$ cat src/rtl/serial_arith_pkg.sv
// Shared definitions for the bit-serial arithmetic blocks (adder and subtractor).
// Holds the FSM state encoding and the default operand width.
package serial_arith_pkg;

  localparam int N = 4;

  typedef enum logic [1:0] {
    IDLE  = 2'd0,
    SHIFT = 2'd1,
    DONE  = 2'd2
  } state_t;

endpackage

$ cat src/rtl/full_subtractor.sv
// One-bit subtractor cell: d = x - y - bin, with the borrow out in bo.
module full_subtractor (
  input  logic x,
  input  logic y,
  input  logic bin,
  output logic d,
  output logic bo
);

  logic xy_eq;

  assign xy_eq = ~(x ^ y);
  assign d     = x ^ y ^ bin;
  // Borrow when x is 0 and y is 1, or when the bits match and a borrow is pending.
  assign bo    = (~x & y) | (xy_eq & bin);

endmodule

$ cat src/rtl/serial_subtractor.sv
// Bit-serial subtractor: diff = a - b, LSB first, one bit per clock.
// Start/ready handshake shared with the serial adder; done pulses for one cycle per result.
module serial_subtractor
  import serial_arith_pkg::*;
#(
  parameter int N  = serial_arith_pkg::N,
  parameter int CW = 3
) (
  input  logic         clk,
  input  logic         rst,
  input  logic         start,
  input  logic [N-1:0] a,
  input  logic [N-1:0] b,
  output logic         ready,
  output logic         done,
  output logic [N-1:0] diff,
  output logic         bout
);

  state_t          state_q;
  logic [N-1:0]    sa_q;
  logic [N-1:0]    sb_q;
  logic [N-1:0]    wr_q;
  logic [CW-1:0]   cnt_q;
  logic            borrow_q;
  logic            ready_q;
  logic            done_q;
  logic [N-1:0]    diff_q;
  logic            bout_q;

  logic            bit_d;
  logic            borrow_d;
  logic [N-1:0]    wr_d;
  logic            last_bit;

  full_subtractor u_cell (
    .x   (sa_q[0]),
    .y   (sb_q[0]),
    .bin (borrow_q),
    .d   (bit_d),
    .bo  (borrow_d)
  );

  // Result bits enter at the MSB so the LSB lands at bit 0 after N shifts.
  assign wr_d     = {bit_d, wr_q[N-1:1]};
  assign last_bit = (cnt_q == CW'(N - 1));

  always_ff @(posedge clk) begin
    if (!rst) begin
      state_q  <= IDLE;
      sa_q     <= '0;
      sb_q     <= '0;
      wr_q     <= '0;
      cnt_q    <= '0;
      borrow_q <= 1'b0;
      ready_q  <= 1'b1;
      done_q   <= 1'b0;
      diff_q   <= '0;
      bout_q   <= 1'b0;
    end else begin
      unique case (state_q)
        IDLE: begin
          done_q <= 1'b0;
          if (start) begin
            sa_q     <= a;
            sb_q     <= b;
            wr_q     <= '0;
            cnt_q    <= '0;
            borrow_q <= 1'b0;
            ready_q  <= 1'b0;
            state_q  <= SHIFT;
          end
        end
        SHIFT: begin
          sa_q     <= {1'b0, sa_q[N-1:1]};
          sb_q     <= {1'b0, sb_q[N-1:1]};
          wr_q     <= wr_d;
          borrow_q <= borrow_d;
          cnt_q    <= cnt_q + CW'(1);
          if (last_bit) begin
            diff_q  <= wr_d;
            bout_q  <= borrow_d;
            done_q  <= 1'b1;
            state_q <= DONE;
          end
        end
        DONE: begin
          done_q  <= 1'b0;
          ready_q <= 1'b1;
          state_q <= IDLE;
        end
        default: begin
          done_q  <= 1'b0;
          ready_q <= 1'b1;
          state_q <= IDLE;
        end
      endcase
    end
  end

  assign ready = ready_q;
  assign done  = done_q;
  assign diff  = diff_q;
  assign bout  = bout_q;

endmodule

$ cat config.mk
export PLATFORM = sky130hd
export DESIGN_NAME = serial_subtractor
export DESIGN_NICKNAME = d
export VERILOG_FILES = /design/src/rtl/serial_arith_pkg.sv /design/src/rtl/full_subtractor.sv /design/src/rtl/serial_subtractor.sv
export SDC_FILE = /design/constraint.sdc
export NUM_CORES = 1
export LEC_CHECK = 0
export ABC_CLOCK_PERIOD_IN_PS = 1450
export CAP_MARGIN = 30
export CORE_ASPECT_RATIO = 1.1
export CORE_UTILIZATION = 30
export CTS_BUF_LIST = sky130_fd_sc_hd__clkbuf_4
export CTS_CLUSTER_SIZE = 40
export DETAILED_ROUTE_END_ITERATION = 7
export SLEW_MARGIN = 20
export SYNTH_ARGS = -nofsm -noshare
export SYNTH_HDL_FRONTEND = slang
export SYNTH_HIERARCHICAL = 1
export SYNTH_SLANG_ARGS = --single-unit
$ cat constraint.sdc
create_clock -name clk -period 1.45 [get_ports clk]
set_clock_uncertainty 0.15 [all_clocks]
set_input_delay 0.29 -clock clk [delete_from_list [all_inputs] [get_ports clk]]
set_output_delay 0.29 -clock clk [all_outputs]
set_load 0.005 [all_outputs]
==> Word-level counts from Yosys, hierarchy flattened <==
Cells that the tools add are included.
{ "totals": {"ff_bits": 25, "output_inout_bits": 7, "input_bits": 11} }
{ "classes": {"reduce_logical": 7, "bitwise": 8, "eq_ne": 4, "n_addsub": 1, "muxes": 14} }
{ "op_table": {"columns": ["operator", "n"], "rows": [
  ["$pmux W4 S2", 3],
  ["$mux W4", 3],
  ["$reduce_and A2 Y1", 5],
  ["$pmux W3 S2", 1],
  ["$mux W2", 2],
  ["$ne A2 B2 Y1 const B", 2],
  ["$pmux W1 S2", 2],
  ["$pmux W2 S2", 1],
  ["$add A3 B1 Y3 const B", 1],
  ["$eq A3 B2 Y1 const B", 1],
  ["$mux W3", 1],
  ["$not A1 Y1", 3],
  ["$and A1 B1 Y1", 2],
  ["$eq A2 B1 Y1 const B", 1],
  ["$logic_not A2 Y1", 1],
  ["$reduce_bool A2 Y1", 1],
  ["$xor A1 B1 Y1", 2],
  ["$mux W1", 1],
  ["$or A1 B1 Y1", 1]
]} }

==> Depth between registers and ports, before layout <==
{ "logic_depth": {"word_depth": 5, "mapped_depth": 5, "depth_no_buf": 5} }

==> Cells and area by module <==
Netlist, hierarchy kept.
{ "modules_own_cells": {"columns": ["module", "n_inst", "seq_area_each_um2", "area_per_inst_um2", "cells_each"], "rows": [
  ["serial_subtractor", 1, 480.5, 997.2, 101],
  ["full_subtractor", 1, 0.0, 31.3, 4]
]} }

==> Worst setup path after synthesis <==
No wires, ideal clock.
{ "synth_path": {"kind": "register to register", "from": "register cnt_q[0]", "to": "register state_q[0]", "setup_time_ps": 86, "n_path_buf": 0, "t_required_ps": 1214, "path_stages_with_launch": 5, "synth_period_minus_slack_ps": 1266, "slack_ps": 184, "arrival_time_ps": 1031, "path_cell_list": "dfxtp_1 -> ha_1 -> ha_1 -> nand2b_1 -> a211oi_1"} }
{ "synth_via": {"elab_chain_len": 3} }
{ "synth_lines": {"columns": ["element", "line", "rtl"], "rows": [
  ["start: declaration", "serial_subtractor.sv:24", "logic [CW-1:0] cnt_q;"],
  ["start signal: assignment", "serial_subtractor.sv:79", "cnt_q <= cnt_q + CW'(1);"],
  ["$eq A3 B2 Y1", "serial_subtractor.sv:46", "assign last_bit = (cnt_q == CW'(N - 1));"],
  ["$ne A2 B2 Y1 (no line)", null, null],
  ["$reduce_and A2 Y1 (no line)", null, null],
  ["end signal: assignment", "serial_subtractor.sv:50", "state_q <= IDLE;"],
  ["end signal: assignment", "serial_subtractor.sv:71", "state_q <= SHIFT;"],
  ["end signal: assignment", "serial_subtractor.sv:84", "state_q <= DONE;"],
  ["end: declaration", "serial_subtractor.sv:20", "state_t state_q;"]
]} }
Every way passes these cells.
A chain may end at the register's enable or synchronous reset.

==> Worst setup path in the final report <==
{ "layout_path": {"from": "register bout_q, in the netlist bout", "to": "output port bout"} }
{ "layout_rtl": {"columns": ["element", "line", "rtl"], "rows": [
  ["start: declaration", "serial_subtractor.sv:29", "logic bout_q;"],
  ["start signal: assignment", "serial_subtractor.sv:82", "bout_q <= borrow_d;"],
  ["end: declaration", "serial_subtractor.sv:17", "output logic bout"]
]} }
No word-level cell between the ends.

==> out/results.txt <==
Worst Hold Launch: ready
Via density: 4.90
PortBufs: 17
Max Cap Viol: 0
Grt ovf: 0
Die ar.: 3670 um2
Min Tclk post-route: 1360 ps
Worst path buffer plus inverter count: 1
CTS tree: done
Min-Delay Path Class: flop to flop
Critical-path maximum fanout: 2
Area Growth Syn to Fin: 27.0%
CTS root buffer: clkbuf_4
Clock slew at the register clock pins of the worst setup and hold paths: 140 ps
Worst Path Required: 1010 ps
Post-synth top area cell: dfxtp_1
Nets: 141
DR WL/cell: 11.9 um
Post-route setup TNS: 0 ps
CP endpoint kind: output pin
I/O pin count: 18
Critical path's slowest cell: dfxtp_2
Hold Crit Endpoint: ready
Fraction of layout cells with a size suffix above 1: 23.0%
Drt initial violations: 60
Post-synthesis sequential area ratio: 46.7%
CP peak stage delay: 340 ps
Clock Sinks: 24
Routed WL: 1900 um
Synthesized net count: 119
Async set-reset flop share out of synthesis: 0%
Final Hold Vio Count: 0
Initial antenna violation count: 0
YS warnings: 6
FF-to-FF Start: sb_q[0]
DRC: 2
Largest cells by area after synthesis: dfxtp_1, a211oi_2, mux2i_1
Setup violators final: 0
Synth cell count leaders: dfxtp_1, nand2_1, o21ai_0
Failing checks: DRC
Cell Count, Final, Fillers Out: 160
Worst slew pin tran: 262 ps
CP top delay family: flip-flops
CTS Buf Count: 3
Chip width: 57.8 um
Fillers: 318
Area of the multi-input gates: 480 um2
Post-DRT Antenna Nets: 0
Area of the mapped netlist: 1030 um2
Clock Tree Buf Depth: 2
Initial Util: 32.6%
Status: finished with violations
#FFs+latches synth: 24
Largest net degree at the start of global routing: 19
Final core occ: 41.4%
Yosys cell types: 28
Crit path kind: flop to output pin
CP arrival: 920 ps
VDD IR-drop max: 0.341 mV
Sequential cell area: 490 um2
Reg2Reg Depth: 4
Core footprint: 3150 um2
Fmax: 735 MHz
GR Util All Layers: 11.5%
Slew Viols, Final: 0
Crit path launch type: flop
Synth top area share: 46.7%
FP Rows: 21
DIE HEIGHT: 63.4 um
Post-Place Cells: 156
Post-DP HPWL: 1420 um
H-tree Lvls: 1
First-pass GRT wire length: 3280 um
Cells after synthesis: 105
Number of iterations in the first detailed-routing pass: 6
Worst r2r dst: diff[3]
Synth Flop Type: dfxtp_1
Mean Syn Cell Area: 9.80 um2
CP cell instances: dlygate4sd2_1
Worst R2R Setup Slack: 90 ps
Period utilisation layout: 93.8%
Hold path cells: 2
EDFF count, synth: 0
Routability congestion estimate: 0.695
RSZ-0062 raised after global routing: false
Dominant cell by count in the synthesized netlist: dfxtp_1
Vias in the first global route: 778
Ant. Diodes: 0
Leakage: 0.546 nW
Clk_lat worst skew: 320 ps
Power density cells: 1050 nW/um2
Design Power: 1.37 mW
DR vias: 784
Rel. slew slack: 82.3%
Cts hold-fix bufs: 0
sequential cells by signal, summed over array words and instances (netlist names):
name      flops
borrow_q      1
bout          1
cnt_q         3
diff          4
done          1
ready         1
sa_q          4
sb_q          4
state_q       2
wr_q          3
through the flow:
step / setup slack, ps / hold WS, ps / cell area [um2]
after detailed placement: -184 / 305 / 1240
after global placement: -153 / 283 / 1240
final: 89.8 / 306 / 1310
after global routing: 11.3 / 359 / 1310
after CTS: 33.3 / 316 / 1300
after floorplan: 184 / 289 / 1030
report_power, final:
part	internal [mW]	leakage (nW)	total (mW)	switching, mW
Clock	0.280	0.0279	0.485	0.205
Combinational	0.0929	0.319	0.176	0.0835
Sequential	0.690	0.199	0.710	0.0191
worst max-delay path by stage:
stage              from          to  slack (ps)  cells after the start
5_1_grt         sb_q[0]     diff[3]          10                      4
4_1_cts        cnt_q[0]     diff[0]          30                      4
3_5_place_dp      start     sb_q[0]        -180                      4
3_3_place_gp      start    cnt_q[0]        -150                      4
6_report           bout        bout          90                      1
2_1_floorplan  cnt_q[0]  state_q[0]         180                      4
repair_timing:
action | in CTS | in global routing
gates cloned | 0 | 0
endpoints found under the setup margin | 8 | 5
resized for setup | 15 | 3
setup buffers | 0 | 0
placed cells by master, fill, tap and decap left out:
master,n
buf_4,8
o21ba_4,1
ha_1,1
fa_1,1
inv_1,5
mux2_4,1
mux2i_1,5
o21ai_0,8
ha_2,1
nor4b_1,1
o22ai_1,5
nor2_2,1
nand3b_4,1
dfxtp_1,16
nand4bb_1,2
a211oi_1,2
clkbuf_4,3
nand2_1,11
nand3_1,5
dfxtp_2,8
a21oi_1,2
clkdlybuf4s50_1,10
a211oi_2,4
nor2_1,8
o21ai_1,1
nor3b_1,1
dlygate4sd2_1,7
o32ai_1,1
and3_1,1
nand2b_1,3
bufinv_16,1
nor3_1,1
kinds of logic (layout without fill, tap and decap cells):
group | after synthesis | in the layout | share of synthesized area (%)
multiplexers | 6 | 6 | 6.33
flip-flops | 24 | 24 | 46.7
buffers and inverters | 13 | 34 | 7.66
AO/OA/AOI/OAI | 24 | 24 | 17.2
adder cells (fa/ha/maj) | 3 | 3 | 4.38
AND/OR/NAND/NOR | 35 | 35 | 17.8
layer usage:
layer	share of wire (%)	wire, um	vias to the layer above	GRT usage (%)
met3	3.3	63	5	1.23
li1	-	-	408	-
met5	0	0	-	0
met1	45	860	356	13.0
met4	2.9	55	0	7.14
met2	49	923	15	20.1
final cells by class:
type | count | share of cell area, %
clock buffers | 3 | 1.72
clock inverters | 1 | 2.30
inverters | 5 | 1.44
multi-input cells | 68 | 36.8
flip-flops and latches | 24 | 37.5
well taps | 34 | 3.26
repair buffers | 25 | 17.0
(Power assumes the default switching activity.)
